$ cat src/rtl/floating_coprocessor.sv
// rtl/floating_coprocessor.sv - binary16 add/subtract coprocessor, two-stage streaming pipeline
// Stage 1 captures operands; stage 2 registers the rounded result and status flags.
module floating_coprocessor #(
  parameter int DATA_WIDTH      = 16,
  parameter int SIG_WIDTH       = 11,
  parameter int EXP_WIDTH       = 5,
  parameter int IEEE_COMPILANCE = 1,
  parameter int STATUS_BIT      = 8
) (
  input  logic                  clk,
  input  logic                  rst,
  input  logic [DATA_WIDTH-1:0] rdData_input1_i,
  input  logic [DATA_WIDTH-1:0] rdData_input2_i,
  input  logic                  rdData_inst_op_i,
  input  logic [2:0]            rdData_inst_rnd_i,
  output logic [STATUS_BIT-1:0] getResult_status_output_ff_o,
  output logic [DATA_WIDTH-1:0] getResult_data_ff_o
);
  localparam int FW = SIG_WIDTH - 1;
  localparam int XW = SIG_WIDTH + 3;
  localparam int EW = EXP_WIDTH + 2;
  localparam bit FTZ = (IEEE_COMPILANCE == 0);
  localparam logic [EXP_WIDTH-1:0] EMAX    = '1;
  localparam logic [EXP_WIDTH-1:0] EMAX_M1 = EMAX - 1'b1;

  logic [DATA_WIDTH-1:0] a_q, b_q;
  logic                  op_q;
  logic [2:0]            rnd_q;

  always_ff @(posedge clk or negedge rst) begin
    if (!rst) begin
      a_q   <= '0;
      b_q   <= '0;
      op_q  <= 1'b0;
      rnd_q <= '0;
    end else begin
      a_q   <= rdData_input1_i;
      b_q   <= rdData_input2_i;
      op_q  <= rdData_inst_op_i;
      rnd_q <= rdData_inst_rnd_i;
    end
  end

  logic                  a_s, b_s, a_nan, b_nan, a_inf, b_inf, is_nan, eff_sub, swap, x_s;
  logic [EXP_WIDTH-1:0]  a_e, b_e, x_e, y_e;
  logic [FW-1:0]         a_f, b_f, x_f, y_f;
  logic [SIG_WIDTH-1:0]  x_sig, y_sig;
  logic [EW-1:0]         x_ee, y_ee, diff, lz, sh, e_n;
  logic [XW-1:0]         y_ext, y_al, norm;
  logic [XW:0]           sum;
  logic                  g_bit, lsb, rest, inexact, round_up, to_inf, ovf, sub_norm;
  logic [SIG_WIDTH:0]    mant_r;
  logic [EW+FW-1:0]      enc;
  logic [DATA_WIDTH-1:0] res_data;
  logic [STATUS_BIT-1:0] res_status;

  // In flush-to-zero mode denormal fractions vanish and NaN payloads read as Inf.
  assign a_s   = a_q[DATA_WIDTH-1];
  assign b_s   = b_q[DATA_WIDTH-1] ^ op_q;
  assign a_e   = a_q[DATA_WIDTH-2 -: EXP_WIDTH];
  assign b_e   = b_q[DATA_WIDTH-2 -: EXP_WIDTH];
  assign a_f   = (FTZ && a_e == '0) ? '0 : a_q[FW-1:0];
  assign b_f   = (FTZ && b_e == '0) ? '0 : b_q[FW-1:0];
  assign a_nan = !FTZ && a_e == EMAX && a_f != '0;
  assign b_nan = !FTZ && b_e == EMAX && b_f != '0;
  assign a_inf = a_e == EMAX && (FTZ || a_f == '0);
  assign b_inf = b_e == EMAX && (FTZ || b_f == '0);

  assign eff_sub = a_s ^ b_s;
  assign is_nan  = a_nan | b_nan | (a_inf & b_inf & eff_sub);
  assign swap    = {b_e, b_f} > {a_e, a_f};
  assign x_e     = swap ? b_e : a_e;
  assign y_e     = swap ? a_e : b_e;
  assign x_f     = swap ? b_f : a_f;
  assign y_f     = swap ? a_f : b_f;
  assign x_s     = swap ? b_s : a_s;
  assign x_sig   = {x_e != '0, x_f};
  assign y_sig   = {y_e != '0, y_f};
  assign x_ee    = (x_e == '0) ? EW'(1) : EW'(x_e);
  assign y_ee    = (y_e == '0) ? EW'(1) : EW'(y_e);
  assign diff    = x_ee - y_ee;

  always_comb begin
    y_ext = {y_sig, 3'b000};
    y_al  = '0;
    if (diff >= EW'(XW - 1))
      y_al = {{(XW-1){1'b0}}, |y_sig};
    else
      y_al = (y_ext >> diff) | {{(XW-1){1'b0}}, |(y_ext & ~({XW{1'b1}} << diff))};
    sum = eff_sub ? ({1'b0, x_sig, 3'b000} - {1'b0, y_al})
                  : ({1'b0, x_sig, 3'b000} + {1'b0, y_al});

    lz = EW'(XW);
    for (int i = 0; i < XW; i++)
      if (sum[i]) lz = EW'(XW - 1 - i);
    // Left shift stops at the minimum exponent so results degrade into denormals.
    sh = (lz > x_ee - EW'(1)) ? x_ee - EW'(1) : lz;
    if (sum[XW]) begin
      norm = {sum[XW:2], |sum[1:0]};
      e_n  = x_ee + EW'(1);
    end else begin
      norm = sum[XW-1:0] << sh;
      e_n  = x_ee - sh;
    end

    lsb     = norm[3];
    g_bit   = norm[2];
    rest    = |norm[1:0];
    inexact = |norm[2:0];
    case (rnd_q)
      3'd1:    round_up = 1'b0;
      3'd2:    round_up = inexact & ~x_s;
      3'd3:    round_up = inexact & x_s;
      3'd4:    round_up = g_bit;
      3'd5:    round_up = inexact;
      default: round_up = g_bit & (rest | lsb);
    endcase
    case (rnd_q)
      3'd1:    to_inf = 1'b0;
      3'd2:    to_inf = ~x_s;
      3'd3:    to_inf = x_s;
      default: to_inf = 1'b1;
    endcase

    // Adding the significand onto (exponent-1) lets hidden bit and rounding carry bump the exponent.
    mant_r   = {1'b0, norm[XW-1:3]} + {{SIG_WIDTH{1'b0}}, round_up};
    enc      = {e_n - EW'(1), {FW{1'b0}}} + {{EXP_WIDTH{1'b0}}, mant_r};
    ovf      = enc >= {2'b00, EMAX, {FW{1'b0}}};
    sub_norm = enc[EW+FW-1:FW] == '0;

    res_data   = '0;
    res_status = '0;
    if (is_nan) begin
      res_data      = {1'b0, EMAX, 1'b1, {(FW-1){1'b0}}};
      res_status[2] = 1'b1;
    end else if (a_inf | b_inf) begin
      res_data      = {a_inf ? a_s : b_s, EMAX, {FW{1'b0}}};
      res_status[1] = 1'b1;
    end else if (sum == '0) begin
      res_data      = {eff_sub ? (rnd_q == 3'd3) : a_s, {(DATA_WIDTH-1){1'b0}}};
      res_status[0] = 1'b1;
    end else if (ovf) begin
      res_data      = to_inf ? {x_s, EMAX, {FW{1'b0}}} : {x_s, EMAX_M1, {FW{1'b1}}};
      res_status[1] = to_inf;
      res_status[4] = 1'b1;
      res_status[5] = 1'b1;
    end else if (sub_norm && (FTZ || enc == '0)) begin
      res_data      = {x_s, {(DATA_WIDTH-1){1'b0}}};
      res_status[0] = 1'b1;
      res_status[3] = 1'b1;
      res_status[5] = 1'b1;
    end else begin
      res_data      = {x_s, enc[DATA_WIDTH-2:0]};
      res_status[3] = sub_norm;
      res_status[5] = inexact;
    end
  end

  always_ff @(posedge clk or negedge rst) begin
    if (!rst) begin
      getResult_data_ff_o          <= '0;
      getResult_status_output_ff_o <= '0;
    end else begin
      getResult_data_ff_o          <= res_data;
      getResult_status_output_ff_o <= res_status;
    end
  end
endmodule

$ cat config.mk
export PLATFORM = sky130hd
export DESIGN_NAME = floating_coprocessor
export DESIGN_NICKNAME = d
export VERILOG_FILES = /design/src/rtl/floating_coprocessor.sv
export SDC_FILE = /design/constraint.sdc
export NUM_CORES = 1
export LEC_CHECK = 0
export CORE_MARGIN = 2
export CORE_UTILIZATION = 61
export CTS_CLUSTER_SIZE = 25
export DETAILED_ROUTE_END_ITERATION = 10
export GPL_TIMING_DRIVEN = 0
export PLACE_DENSITY = 0.83
export SYNTH_ARGS = -nofsm -noshare
export SYNTH_HDL_FRONTEND = slang
export SYNTH_SLANG_ARGS = --single-unit
$ cat constraint.sdc
create_clock -name clk -period 18.5 [get_ports clk]
set_clock_uncertainty 0.2 [all_clocks]
set_input_delay 3.7 -clock clk [delete_from_list [all_inputs] [get_ports clk]]
set_output_delay 3.7 -clock clk [all_outputs]
set_load 0.1 [all_outputs]
# Yosys cells after proc, flatten, opt, wreduce, memory -nomap -nowiden

Cells that the tools add are included.

Input port bits: 38
Register bits after elaboration: 58
Word-level logic and storage cells: 118

Shifts and indexed selects: 3
Muxes and demuxes: 53
Equal/unequal tests: 7
Bitwise logic cells: 15
Add/subtract/negate cells: 9
Reductions and logical operators: 21
$lt $le $gt $ge: 4

Operators by type and width:

| cell                    | number |
|---|---|
| $mux W7                 | 9 |
| $mux W16                | 3 |
| $mux W15                | 3 |
| $mux W14                | 2 |
| $mux W3                 | 7 |
| $logic_not A10 Y1       | 2 |
| $mux W10                | 2 |
| $mux W5                 | 4 |
| $reduce_bool A10 Y1     | 2 |
| $add A17 B12 Y17        | 1 |
| $ge A17 B15 Y1 const B  | 1 |
| $logic_not A17 Y1       | 1 |
| $mux W1                 | 16 |
| $add A14 B14 Y15        | 1 |
| $gt A15 B15 Y1          | 1 |
| $logic_not A15 Y1       | 1 |
| $sub A14 B14 Y15        | 1 |
| $and A14 B14 Y14        | 1 |
| $not A14 Y14            | 1 |
| $or A14 B1 Y14          | 1 |
| $reduce_or A14 Y1       | 1 |
| $shl A14 B7 Y14         | 1 |
| $shl A14 B7 Y14 const A | 1 |
| $shr A14 B7 Y14         | 1 |
| 28 further kinds        | 48 |

# Logic depth before layout (Yosys ltp)

Gate-level depths: netlist of the first run.

Depth after elaboration: 44
Mapped depth: 75

# Worst setup path before layout of the first run

No wires, ideal clock.

Path kind: register -> register
From: reg a_q[14]
To: reg getResult_data_ff_o[9]
Setup slack: 4900 ps
Cell stages (with the launch flop): 68
Path buffers: 6
Arrival time: 13269 ps
Clock period less this slack: 13600 ps
Cells stage by stage: dfrtp_1 -> inv_1 -> ha_1 -> nand4_4 -> or4_4 -> o21ai_2 -> buf_2 -> buf_1 -> mux2i_1 -> nand3_1 -> and2_1 -> clkbuf_1 -> ha_1 -> clkbuf_1 -> buf_2 -> buf_1 -> nand2_1 -> o211a_1 -> [32 not listed] -> nor2_1 -> or3_1 -> a211o_1 -> o21ai_0 -> o21ai_0 -> o21ai_0 -> a21oi_1 -> nor2_1 -> ha_1 -> ha_1 -> inv_1 -> o31ai_4 -> nand4_4 -> or3_4 -> a2111oi_2 -> a41o_2 -> nor2_1 -> or3_1

Cells in the longest elaborated chain, start to end: 44
Elaborated cells on any way between the ends: 79
Those cells by class: add/sub: 9; order compare: 4; eq/ne: 1; shift: 3; mux: 34; bitwise: 13; reduce/logical: 15

RTL lines:

| what                                                                    | RTL line | RTL |
|---|---|---|
| start: declaration                                                      | 26       | `logic [DATA_WIDTH-1:0] a_q, b_q;` |
| start signal: assignment                                                | 37       | `a_q <= rdData_input1_i;` |
| parallel branches: the longest is 43 deep, another holds $gt A15 B15 Y1 | --       |  |
| $mux W16 *                                                              | 133      | `if (is_nan) begin` |
| via res_data[9]                                                         | 54       | `logic [DATA_WIDTH-1:0] res_data;` |
| end signal: assignment                                                  | 164      | `getResult_data_ff_o <= res_data;` |
| end: declaration                                                        | 17       | `output logic [DATA_WIDTH-1:0] getResult_data_ff_o` |

Mark *: on every way through the listed nets, which the timed path passes.

# Worst setup path in the final report of the first run

From: reg a_q[14]
To: reg getResult_data_ff_o[3]

Same word-level chain as after synthesis.

==> results of run 1 <==
kinds of logic after synthesis:
logic type,synth area share (%)
DFF,18.0
buffers and inverters,5.37
AOI/OAI and AO/OA,32.5
other,0.0464
adders and majority gates,9.42
and+or+nand+nor,25.0
muxes,5.41
xor gates and xnor gates,4.34
sequential cells by signal (all words and copies together) (netlist names):
signal	count
a_q	16
b_q	16
getResult_data_ff_o	16
getResult_status_output_ff_o	6
rnd_q	3
op_q	1
area by class of cell:
cell class                      count  area [um^2]  share of cell area, %
Clock buffer                        9          225                   2.43
Sequential cell                    58         1450                   15.7
Buffer                             44          201                   2.17
Inverter                           62          233                   2.51
Multi-Input combinational cell    914         6200                   67.0
Clock inverter                      7          125                   1.35
Tap cell                          176          220                   2.38
Timing Repair Buffer               60          606                   6.54
cells in the final DEF (no fill, tap or decap), types with 13 or more instances in the layout:
cell type and instances:
clkdlybuf4s50_1 58, a211oi_1 16, o21ai_0 72, a21oi_1 90, inv_1 59, ha_1 56, nand2_1 112, nor3_1 32
xor2_1 14, dfrtp_1 58, a21o_1 14, nand2b_1 13, xnor2_1 26, or3_1 15, clkbuf_1 28, nand3_1 40
mux2i_1 26, nor2_1 86, o211ai_1 23
metrics by stage:
step	cell area [um^2]	instances	utilization [%]	power, mW	hold WS [ns]
6_report	9270	1330	70.8	1.61	0.585
5_1_grt	9270	1330	70.8	1.71	0.630
4_1_cts	9260	1330	70.8	1.57	0.600
3_5_place_dp	8910	1314	68.1	1.36	0.541
3_3_place_gp	8890	1313	68.0	1.34	0.539
2_1_floorplan	8080	1078	-	1.08	0.435
critical path: cells and delay by family, from the launching register on:
kind	cells	cell delay, ns
AO/OA/AOI/OAI	28	6.34
adder cells (fa/ha/maj)	6	1.95
buffers and inverters	9	2.58
flip-flops	1	0.49
multiplexers	2	0.68
AND/OR/NAND/NOR	20	4.88
how the worst max path moves through the flow:
stage                 start                endpoint  slack (ns)  cells past startpoint
detailed placement  a_q[14]  getResult_data_ff_o[3]        1.65                     68
global route        a_q[14]  getResult_data_ff_o[1]        0.02                     67
floorplan           a_q[14]  getResult_data_ff_o[9]        4.90                     67
finish              a_q[14]  getResult_data_ff_o[3]        1.20                     65
CTS                 a_q[14]  getResult_data_ff_o[3]        1.49                     68
global placement    a_q[14]  getResult_data_ff_o[1]        1.90                     68
layer usage:
metal  vias up  track usage, %
met1      4263            54.1
met3        96            4.93
li1       4207               -
met4         0            14.9
met2       600            62.3
met5         -               0
report_power, final:
group | internal (mW) | switching [mW]
logic | 0.411 | 0.836
clock network | 0.133 | 0.0639
registers | 0.154 | 0.0127
==> results.md, run 1 <==
* Primary FF master, synth: dfrtp_1
* Netlist cell types at 100
* Num ports at 62
* Clk slew on worst S/H paths at 0.06 ns
* Setup CP Type: reg -> reg
* Most frequent cell after synthesis: nand2_1
* Syn Std Cell Area at 8080 um^2
* Worst-Margin Slew at 1.01 ns
* Critical path's slowest cell: or4_4
* Gpl congestion at 1.06
* Crit share post-route at 93.5%
* Hpwl dp at 21.3 mm
* Synth cell count leaders: 112 x nand2_1, 90 x a21oi_1, 86 x nor2_1, 73 x o21ai_0, 59 x inv_1
* Met2 wire len at 12.5 mm
* Post-synth top area share at 18.0%
* H-tree levels at 3
* Hold Path Class: reg -> reg
* Initial antenna violation count at 0
* Area contributors post-synth: dfrtp_1 18%, ha_1 8.7%, a21oi_1 5.6%, nand2_1 5.2%, o21ai_0 4.5%
* Die W at 119 um
* Initial Util at 61.7%
* Normalized max-slew margin at 32.8%
* First-pass DRT Iterations at 9
* Endpoint of the worst hold path: getResult_data_ff_o[15]
* Global route overflow at 0
* Row count at 42
* Setup ws final at 1.20 ns
* Vias in the first global route at 8412
* Via density at 6.89
* Largest area contributor in the netlist: dfrtp_1
* Max-cap violations at 0
* R2r setup slk at 1.20 ns
* Clk buf depth at 2
* Antenna Violating Nets Remaining at 0
* Area growth from synthesis to layout at 14.7%
* Leak at 3.87 nW
* Met1 Routed Length at 11.5 mm
* Status: completed
* Reg-to-reg startpoint: a_q[14]
* Clock Latency Late Sink at 0.33 ns
* Fillers at 1099
* DR top layer: met4
* Fin Setup TNS at 0 ns
* Post-synth EDFFs at 0
* Number of clock sinks at 58
* R2R cell count at 65
* Max Slew Vio Count at 0
* Final net count at 1246
* Share of layout cells above drive strength 1 at 7.89%
* Pre-CTS WS at 1.65 ns
* Worst Hold Depth at 2
* Sequential share of the synthesized area at 18.0%
* Fin crit period at 17.30 ns
* First-pass GRT wire length at 44.2 mm
* Clk root buf: clkbuf_16
* RSZ-0062 raised after global routing: no
* CTS Hold Bufs at 0
* Die ar. at 14200 um^2
* CP peak stage delay at 0.62 ns
* IO Port Bufs at 59
* Core ar. at 13100 um^2
* Reg2reg end: getResult_data_ff_o[3]
* Asr flop ratio synth at 100%
* TritonCTS Buffers at 9
* Critical Path RT at 18.50 ns
* Ys Warns at 0
* Largest net degree at the start of global routing at 46
* CP Capture Type: flop
* Power per cell area at 174 nW/um^2
* Post-synthesis area per instance at 7.50 um^2
* Count of state elements after synthesis at 58
* Die height at 119 um
* CP Launch Type: flop
* Final wirelength at 27.7 mm
* Setup bufs post-CTS at 0
* Met3 WL at 2.72 mm
* Antenna Cells at 0
* Worst hold start: a_q[15]
* Final hold viol count at 0
* Setup-failing EPs final at 0
* WL/cell at 20.8 um
* Achievable clock frequency at 0.0578 GHz
* Post-Syn Instances at 1077
* Iter 0 DRT Violations at 1306
* GRT Total Usage at 39.1%
* Crit path max fanout at 10
* CTS tree: built
* Peak VDD IR at 0.101 mV
* Post-cts sizing count at 0
* WP data arrival at 17.30 ns
* DRC viols at 0
* DR vias at 9166
No activity file was read; power rests on OpenSTA's default activity.
==> run 2, diff against run 1 <==
Settings changed: CORE_UTILIZATION 61 to 67, DONT_BUFFER_PORTS from default to 1.
==> run 2 against run 1 <==
Effect of this change: via count down 0.93%; design area decreased by 7.0%; highest routed layer unchanged; sequential cell count unchanged; final cell count down 6.8%; total power fell by 2.3%; die area decreased by 8.7%; routed wire length shrank 1.4%; clock power about the same; critical path type unchanged.
==> results.md, run 2 (synthesized netlist as in run 1, its figures left out) <==
* Status: completed
* Most frequent cells in the layout: 112 x nand2_1, 90 x a21oi_1, 86 x nor2_1
* Setup bufs post-CTS at 0 (unchanged)
* Crit path max fanout at 10 (unchanged)
* Final wirelength at 27.3 mm (-1.4%)
* Worst Path Buf+Inv at 11 (+2)
* Initial Util at 67.8% (+6.1 points)
* Peak VDD IR at 0.188 mV (+85%)
* Num ports at 62 (unchanged)
* Die W at 114 um (-4.4%)
* Gpl congestion at 1.02 (-4.2%)
* Fin crit period at 17.32 ns (+0.0199 ns)
* Antenna Violating Nets Remaining at 0 (unchanged)
* Hpwl dp at 20.7 mm (-2.7%)
* CTS Hold Bufs at 0 (unchanged)
* Clk root buf: clkbuf_16
* Setup CP Type: reg -> reg
* Crit share post-route at 93.6% (+0.11 points)
* Fin area at 8620 um^2 (-7.0%)
* Hold Path Class: reg -> reg
* Share of layout cells above drive strength 1 at 7.96% (+0.074 points)
* Fin Setup TNS at 0 ns (unchanged)
* DRC viols at 0 (unchanged)
* R2r setup slk at 1.18 ns (-0.02 ns)
* Die height at 114 um (-4.4%)
* DR vias at 9081 (-0.93%)
* Row count at 40 (-4.8%)
* Most common cell after layout, fill and taps aside: nand2_1
* Endpoint of the worst hold path: getResult_data_ff_o[15]
* Setup-failing EPs final at 0 (unchanged)
* R2R cell count at 68 (+4.6%)
* CP Capture Type: flop
* Global route overflow at 0 (unchanged)
* Final hold viol count at 0 (unchanged)
* Via density at 7.32 (+6.3%)
* WL/cell at 22.0 um (+5.8%)
* Cells after DPL at 1225 (-6.8%)
* CTS tree: built
* Antenna Cells at 0 (unchanged)
* Worst hold start: a_q[15]
* Fillers at 951 (-13%)
* Area growth from synthesis to layout at 6.67%
* Cell area after placement at 8270 um^2 (-7.2%)
* Clk buf depth at 2 (unchanged)
* Normalized max-slew margin at 34.4% (+1.6 points)
* TritonCTS Buffers at 9 (unchanged)
* CP peak stage delay at 0.69 ns (+0.07 ns)
* First-pass DRT Iterations at 6 (-3)
* Largest regs: a_q: 16 flops, b_q: 16 flops, getResult_data_ff_o: 16 flops
* RSZ-0062 raised after global routing: no
* Max-cap violations at 0 (unchanged)
* Critical path's slowest cell: a31oi_1
* IO Port Bufs at 0 (-100%)
* Die ar. at 13000 um^2 (-8.7%)
* Achievable clock frequency at 0.0577 GHz (-0.11%)
* Initial antenna violation count at 0 (unchanged)
* Clock Latency Late Sink at 0.33 ns (about the same)
* Power per cell area at 183 nW/um^2 (+5.0%)
* Most frequent CP cell: a21oi_1
* Largest net degree at the start of global routing at 59 (+28%)
* Vias in the first global route at 8481 (+0.82%)
* Non-Filler Instances at 1240 (-6.8%)
* Kind of cell adding the most delay to the critical path: compound AO/OA/AOI/OAI gates
* Final net count at 1186 (-4.8%)
* Iter 0 DRT Violations at 1281 (-1.9%)
* Critical Path RT at 18.49 ns (about the same)
* Leak at 3.64 nW (-6.1%)
* H-tree levels at 3 (unchanged)
* Core ar. at 11900 um^2 (-9.0%)
* First-pass GRT wire length at 43.7 mm (-1.1%)
* Reg2reg end: getResult_data_ff_o[1]
* GRT Total Usage at 42.2% (+3.1 points)
* Max Slew Vio Count at 0 (unchanged)
* Clk slew on worst S/H paths at 0.05 ns (about the same)
* Reg-to-reg startpoint: a_q[14]
* Number of clock sinks at 58 (unchanged)
* CP Launch Type: flop
* Worst Hold Depth at 2 (unchanged)
* Worst-Margin Slew at 0.974 ns (-0.0314 ns)
* Post-cts sizing count at 0 (unchanged)
* WP data arrival at 17.31 ns (about the same)
==> run 2: power breakdown <==
part	switching (mW)	leakage, nW	internal [mW]
sequential	0.151	0.685	0.151
combinational	0.700	2.78	0.376
clock	0.0571	0.172	0.138
==> run 2: how the worst max path moves through the flow <==
stage / startpoint / end / slack [ns] / cells after the start
global placement: a_q[5] / getResult_data_ff_o[9] / 2.08 / 68
finish: a_q[14] / getResult_data_ff_o[1] / 1.18 / 68
CTS: a_q[14] / getResult_data_ff_o[0] / 1.76 / 69
global route: a_q[14] / getResult_data_ff_o[0] / 0.002 / 68
detailed placement: a_q[14] / getResult_data_ff_o[0] / 2.00 / 69
floorplan: a_q[14] / getResult_data_ff_o[9] / 4.90 / 67
==> run 2: worst reg2reg max path, delay by kind of cell, from the launching register on <==
| kind | cells | cell delay (ns) |
|---|---|---|
| muxes | 2 | 0.86 |
| xor gates and xnor gates | 1 | 0.15 |
| and+or+nand+nor | 21 | 4.44 |
| buffers and inverters | 11 | 2.73 |
| DFF | 1 | 0.47 |
| AOI/OAI and AO/OA | 26 | 6.01 |
| adders and majority gates | 7 | 2.31 |
==> run 2: layout make-up <==
type	instances	area, um^2	share of cell area (%)
multi-input combinational	914	6200	71.9
sequential	58	1450	16.8
inverter	62	233	2.70
tap	147	184	2.13
clock buffer	11	253	2.93
buffer	44	201	2.34
clock inverter	4	98.8	1.15
==> run 2: metrics by stage <==
stage | util (%) | hold slack [ns] | total power, mW | setup WS (ns)
finish | 72.4 | 0.570 | 1.57 | 1.18
global route | 72.4 | 0.619 | 1.66 | 0.00187
CTS | 72.4 | 0.559 | 1.53 | 1.76
detailed placement | 69.4 | 0.549 | 1.31 | 2.00
global placement | 69.4 | 0.537 | 1.30 | 2.08
floorplan | - | 0.435 | 1.08 | 4.90
==> run 2: routing by layer <==
layer  wire length [um]  global-route usage [%]  vias to the layer above
li1                   -                       -                     4082
met1              11100                    57.6                     4191
met2              11800                    65.1                      662
met3               3090                    8.61                      146
met4               1320                    18.7                        0
met5                  0                       0                        -
